==> config.mk <==
export PLATFORM = sky130hd
export DESIGN_NAME = if_fetch_buffer
export DESIGN_NICKNAME = d
export VERILOG_FILES = /design/src/rtl/pipeline_pkg.sv /design/src/rtl/fetch_fifo.sv /design/src/rtl/if_fetch_buffer.sv
export SDC_FILE = /design/constraint.sdc
export NUM_CORES = 1
export LEC_CHECK = 0
export CORE_MARGIN = 5
export CORE_UTILIZATION = 26
export CTS_CLUSTER_SIZE = 20
export DETAILED_ROUTE_END_ITERATION = 6
export PLACE_DENSITY = 0.56
export SLEW_MARGIN = 40
export SYNTH_ARGS = -nofsm -noshare
export SYNTH_HDL_FRONTEND = slang
export SYNTH_SLANG_ARGS = --single-unit
==> constraint.sdc <==
create_clock -name clk -period 5.4 [get_ports clk]
set_clock_uncertainty 0.2 [all_clocks]
set_input_delay 1.08 -clock clk [delete_from_list [all_inputs] [get_ports clk]]
set_output_delay 1.08 -clock clk [all_outputs]
set_load 0.01 [all_outputs]
==> src/rtl/pipeline_pkg.sv <==
// rtl/pipeline_pkg.sv - shared pipeline defaults and the fetch entry record
//
// Purpose : default widths and the NOP encoding used by the fetch stage,
//           plus the {pc, instr} record carried from fetch to decode.
// Ports   : none (package)
package pipeline_pkg;

  localparam int FETCH_PC_W    = 32;
  localparam int FETCH_INSTR_W = 32;

  // addi x0,x0,0 -- presented to decode whenever the queue is empty
  localparam logic [FETCH_INSTR_W-1:0] FETCH_NOP_INSTR = 32'h0000_0013;

  typedef struct packed {
    logic [FETCH_PC_W-1:0]    pc;
    logic [FETCH_INSTR_W-1:0] instr;
  } fetch_entry_t;

endpackage

==> src/rtl/fetch_fifo.sv <==
// rtl/fetch_fifo.sv - generic synchronous show-ahead FIFO with flush
//
// Purpose : small FIFO whose head entry is always visible on rdata.
//           flush clears occupancy and pointers and wins over push/pop.
// Ports   : clk    in   rising-edge clock
//           rst_n  in   asynchronous active-low reset
//           push   in   write wdata at the tail this cycle
//           wdata  in   WIDTH  data to write
//           pop    in   drop the head entry this cycle (ignored when empty)
//           flush  in   synchronous clear, highest priority
//           rdata  out  WIDTH  head entry (stale when empty)
//           occ    out  number of stored entries, 0..DEPTH
//           full   out  occ == DEPTH
//           empty  out  occ == 0
module fetch_fifo #(
  parameter  int DEPTH = 4,
  parameter  int WIDTH = 64,
  localparam int AW    = $clog2(DEPTH),
  localparam int OW    = $clog2(DEPTH + 1)
) (
  input  logic             clk,
  input  logic             rst_n,
  input  logic             push,
  input  logic [WIDTH-1:0] wdata,
  input  logic             pop,
  input  logic             flush,
  output logic [WIDTH-1:0] rdata,
  output logic [OW-1:0]    occ,
  output logic             full,
  output logic             empty
);

  logic [WIDTH-1:0] mem_q [DEPTH];
  logic [AW-1:0]    wr_ptr_q, wr_ptr_d;
  logic [AW-1:0]    rd_ptr_q, rd_ptr_d;
  logic [OW-1:0]    occ_q, occ_d;
  logic             do_push, do_pop;

  assign empty = (occ_q == '0);
  assign full  = (occ_q == OW'(DEPTH));
  assign occ   = occ_q;
  assign rdata = mem_q[rd_ptr_q];

  // A push into a full FIFO is only legal when the head leaves in the same cycle.
  assign do_pop  = pop && !empty && !flush;
  assign do_push = push && (!full || do_pop) && !flush;

  always_comb begin
    wr_ptr_d = wr_ptr_q;
    rd_ptr_d = rd_ptr_q;
    occ_d    = occ_q;
    if (flush) begin
      wr_ptr_d = '0;
      rd_ptr_d = '0;
      occ_d    = '0;
    end else begin
      // DEPTH is a power of two, so pointer wrap is the natural AW-bit overflow
      if (do_push) wr_ptr_d = wr_ptr_q + 1'b1;
      if (do_pop)  rd_ptr_d = rd_ptr_q + 1'b1;
      if (do_push && !do_pop)      occ_d = occ_q + 1'b1;
      else if (do_pop && !do_push) occ_d = occ_q - 1'b1;
    end
  end

  always_ff @(posedge clk or negedge rst_n) begin
    if (!rst_n) begin
      wr_ptr_q <= '0;
      rd_ptr_q <= '0;
      occ_q    <= '0;
    end else begin
      wr_ptr_q <= wr_ptr_d;
      rd_ptr_q <= rd_ptr_d;
      occ_q    <= occ_d;
    end
  end

  // Storage needs no reset: nothing reads an entry before it is written,
  // and the top level masks rdata while empty.
  always_ff @(posedge clk) begin
    if (do_push) mem_q[wr_ptr_q] <= wdata;
  end

endmodule

==> src/rtl/if_fetch_buffer.sv <==
// rtl/if_fetch_buffer.sv - instruction fetch stage with credit-based fetch queue
//
// Purpose : issues an imem read for each accepted PC, captures the reply one
//           cycle later into a show-ahead queue, and presents {pc, instr} to
//           decode. A taken-branch flush drops queued and in-flight fetches.
// Ports   : clk         in   rising-edge clock
//           rst         in   asynchronous active-low reset
//           pc_in       in   PC_W     fetch PC from PC_adder
//           pc_valid    in   pc_in is a fetch request
//           pc_stall    out  request not accepted, PC_adder holds pc_in
//           imem_req    out  imem read strobe
//           imem_addr   out  PC_W     word-aligned read address
//           imem_rdata  in   INSTR_W  read data, valid the cycle after imem_req
//           flush       in   drop everything (taken branch)
//           id_valid    out  head entry valid toward decode
//           id_ready    in   decode accepts the head entry
//           id_pc       out  PC_W     head PC (0 when empty)
//           id_instr    out  INSTR_W  head instruction (NOP_INSTR when empty)
module if_fetch_buffer
  import pipeline_pkg::*;
#(
  parameter int                 DEPTH     = 4,
  parameter int                 PC_W      = FETCH_PC_W,
  parameter int                 INSTR_W   = FETCH_INSTR_W,
  parameter logic [INSTR_W-1:0] NOP_INSTR = FETCH_NOP_INSTR
) (
  input  logic               clk,
  input  logic               rst,
  input  logic [PC_W-1:0]    pc_in,
  input  logic               pc_valid,
  output logic               pc_stall,
  output logic               imem_req,
  output logic [PC_W-1:0]    imem_addr,
  input  logic [INSTR_W-1:0] imem_rdata,
  input  logic               flush,
  output logic               id_valid,
  input  logic               id_ready,
  output logic [PC_W-1:0]    id_pc,
  output logic [INSTR_W-1:0] id_instr
);

  localparam int ENTRY_W = PC_W + INSTR_W;
  localparam int OW      = $clog2(DEPTH + 1);

  logic               inflight_v_q, inflight_v_d;
  logic [PC_W-1:0]    inflight_pc_q, inflight_pc_d;

  logic [ENTRY_W-1:0] fifo_rdata;
  logic [OW-1:0]      fifo_occ;
  logic               fifo_full, fifo_empty;
  logic               fifo_push, fifo_pop;

  logic [OW:0]        pending;
  logic               credit;
  logic               fire;

  // Reserve a slot for the read already in flight; a same-cycle pop gives no
  // credit so the stall path never depends on id_ready.
  assign pending  = {1'b0, fifo_occ} + {{OW{1'b0}}, inflight_v_q};
  assign credit   = (pending < (OW + 1)'(DEPTH));
  assign pc_stall = !credit;

  assign fire      = pc_valid && credit && !flush;
  // Gated by rst so the strobe drops the moment reset is asserted.
  assign imem_req  = fire && rst;
  assign imem_addr = {pc_in[PC_W-1:2], 2'b00};

  always_comb begin
    inflight_v_d  = fire;
    inflight_pc_d = inflight_pc_q;
    if (fire) inflight_pc_d = pc_in;
  end

  always_ff @(posedge clk or negedge rst) begin
    if (!rst) begin
      inflight_v_q  <= 1'b0;
      inflight_pc_q <= '0;
    end else begin
      inflight_v_q  <= inflight_v_d;
      inflight_pc_q <= inflight_pc_d;
    end
  end

  // Credit already prevents overflow; the full term keeps the queue safe
  // even if that invariant were ever broken.
  assign fifo_pop  = id_valid && id_ready && !flush;
  assign fifo_push = inflight_v_q && !flush && (!fifo_full || fifo_pop);

  fetch_fifo #(
    .DEPTH (DEPTH),
    .WIDTH (ENTRY_W)
  ) u_fifo (
    .clk   (clk),
    .rst_n (rst),
    .push  (fifo_push),
    .wdata ({inflight_pc_q, imem_rdata}),
    .pop   (fifo_pop),
    .flush (flush),
    .rdata (fifo_rdata),
    .occ   (fifo_occ),
    .full  (fifo_full),
    .empty (fifo_empty)
  );

  // Stale storage is never exposed: empty forces the idle values.
  assign id_valid = !fifo_empty;
  assign id_pc    = fifo_empty ? '0        : fifo_rdata[ENTRY_W-1:INSTR_W];
  assign id_instr = fifo_empty ? NOP_INSTR : fifo_rdata[INSTR_W-1:0];

endmodule

==> reports/qor.txt <==
Outcome = complete, no violations
Setup TNS = 0 ns
Pin count of the biggest net entering global routing = 44
R2R setup slack = 2.69 ns
Worst vdd rail ir drop = 0.000191 V
CP Cell Sequence = buf_4 > mux4_2 > and2_1 > clkdlybuf4s50_1
Vias = 5,594
PortBufs = 165
Final period utilization = 80.4%
CTS clock-pin slew for the worst setup and hold paths = 0.06 ns
Hold Fails Final Rpt = 0
Clock root buffer = clkbuf_16
Cells resized by post-CTS repair = 0
Delay-heaviest family, CP = buffers and inverters
TritonCTS buffer count = 31
Initial Util = 26.1%
Postcts setup bufs = 0
Cell area after layout = 0.0149 mm2
DIE WIDTH = 223 um
Measured slew at the worst slew-check pin = 0.780 ns
Grt ovf = 0
Total core area = 0.0451 mm2
Crit path DAT = 3.06 ns
Final worst slack = 1.06 ns
Antenna violations before repair = 1
Post-route insts no fill = 1,351
Diodes inserted = 0
Power, Total = 6.94 mW
Highest-count cells in the layout ignoring fill and taps = 256 x edfxtp_1, 164 x clkdlybuf4s50_1, 64 x mux4_2, 62 x and2_1, 38 x dfrtp_1
Routed WL per cell = 18.7 um
Drt drc = 0
Setup WS pre-CTS = 1.15 ns
CTS tree = yes
Number of distinct library cells after synthesis = 36
Kind of critical path = reg -> out
Pwr per Cell Area = 464 mW/mm2
Setup violators final = 0
Iter 0 DRT Violations = 342
Average via count per standard cell = 4.14
Clock Path Buffers = 3
Crit path largest cell delay = 0.76 ns
Hold_buf cts = 0
Post-layout nets = 801
Unrepaired setup endpoints after global routing = false
FMAX = 0.230 GHz
Area grow syn2layout = 26.9%
Top cells by area, synth = edfxtp_1 65%, mux4_2 12%, dfrtp_1 8.5%, mux2_4 3.6%, and2_1 3.5%
Slew Limit Fails = 0
Placed cell count = 1,294
Leak Pwr = 4.94 nW
CP startpoint = u_fifo.rd_ptr_q[0]
GP Congestion = 0.646
Clk Latency, worst-skew pair = 0.55 ns
CP Data Required Time = 4.12 ns
CP max stage cell = dfrtp_4
Die area = 0.0496 mm2
Ys async rst share = 13.5%
Total Routed Length = 25.2 mm
WP buf/inv = 2
Critical Path Start Type = flop
Synth Area per Inst = 20.5 um2
R2R cell count = 4
Yosys Warn Count = 0
CP endpoint kind = primary output
Vias in the first global route = 6,242
Seq/Total Area, Yosys = 73.8%
Post-DRT Antenna Nets = 0
Largest area contributor in the synthesized netlist = edfxtp_1
Reg2reg start = u_fifo.occ[2]
# rows = 78
Tmin final = 4.34 ns
I/O Pins = 168
Post-synth EDFFs = 256
Primary FF master, synth = edfxtp_1
Crit path max fanout = 23
Worst flop-to-flop path endpoint = u_fifo.mem_q[2][16]
First-pass GRT wire length = 38.4 mm
Critical path depth = 4
# Max-Cap Violations = 0
Register bit total from synthesis = 296
Drt first pass iters = 4
Post-place instance area = 0.0139 mm2
Layout cells sized above 1 = 22.6%
H-tree level count = 1
Rel. slew slack = 48.0%
Cell count after synthesis = 573
Synthesized cell area = 0.0118 mm2
Hold endpoint = u_fifo.mem_q[1][35]
Worst Hold Launch = inflight_pc_q[3]
Hold depth = 0
Die height = 223 um
Num Clock Sinks = 296
Worst Hold Class = reg -> reg
Tot GR Track Use = 10.0%
Dpl hpwl = 15.4 mm
Synth top area share = 65.3%
Commonest non-fill, non-tap cell in the layout = edfxtp_1
==> sequential cells by signal (all words and copies together) (netlist names) <==
name             count
u_fifo.wr_ptr_q      2
inflight_v_q         1
u_fifo.occ           3
u_fifo.mem_q       256
u_fifo.rd_ptr_q      2
inflight_pc_q       32
==> cell type report <==
type                            count  area (um2)
Clock inverter                     19         193
Sequential cell                   296        8700
Fill cell                        4388       30100
Timing Repair Buffer              182        1800
Clock buffer                       38         812
Multi-Input combinational cell    208        2660
Inverter                            8        30.0
Tap cell                          600         751
==> metrics by stage <==
step | util, % | hold slack (ns)
floorplan | - | 0.271
global placement | 30.9 | 0.299
detailed placement | 30.9 | 0.301
CTS | 33.1 | 0.315
global route | 33.1 | 0.334
finish | 33.1 | 0.318
==> cells in the mapped netlist, drive strengths merged, types with 2 or more instances <==
cell type,count
mux2,34
nor2,10
mux4,64
a21oi,2
clkbuf,13
o21ai,2
or2,3
xor2,2
buf,49
dfrtp,40
edfxtp,256
nor3,2
and2,66
nand3b,2
inv,8
ha,4
==> metal layers <==
layer,GRT usage [%],routed length (um),up-vias
met5,0,0,-
met4,3.02,589,0
met3,1.64,1030,41
met2,16.6,12200,136
met1,13.7,11400,2897
li1,-,-,2520
==> logic make-up (layout without fill, tap and decap cells) <==
family | after synthesis | count (layout) | synth area share, %
AOI/OAI and AO/OA | 12 | 12 | 0.702
xor gates and xnor gates | 3 | 3 | 0.223
adders and majority gates | 5 | 5 | 0.595
buffers and inverters | 70 | 247 | 3.73
DFF | 296 | 296 | 73.8
muxes | 98 | 98 | 16.4
other | 1 | 2 | 0.0319
and+or+nand+nor | 88 | 88 | 4.53
==> worst max-delay path by stage <==
stage / to / slack [ns]
final: id_pc[14] / 1.06
after global routing: id_pc[18] / 0.83
after CTS: id_pc[14] / 0.93
after detailed placement: imem_req / 1.15
after global placement: imem_req / 1.17
after floorplan: u_fifo.mem_q[0][0] / 1.56
==> where the power goes <==
group          switching (mW)  total [mW]  internal, mW  leakage (nW)
clock network           0.842        2.09          1.25         0.494
logic                   0.785        1.89          1.10          1.66
registers               0.213        2.96          2.74          2.79
total                    1.84        6.94          5.10          4.94
(Power assumes the default switching activity.)
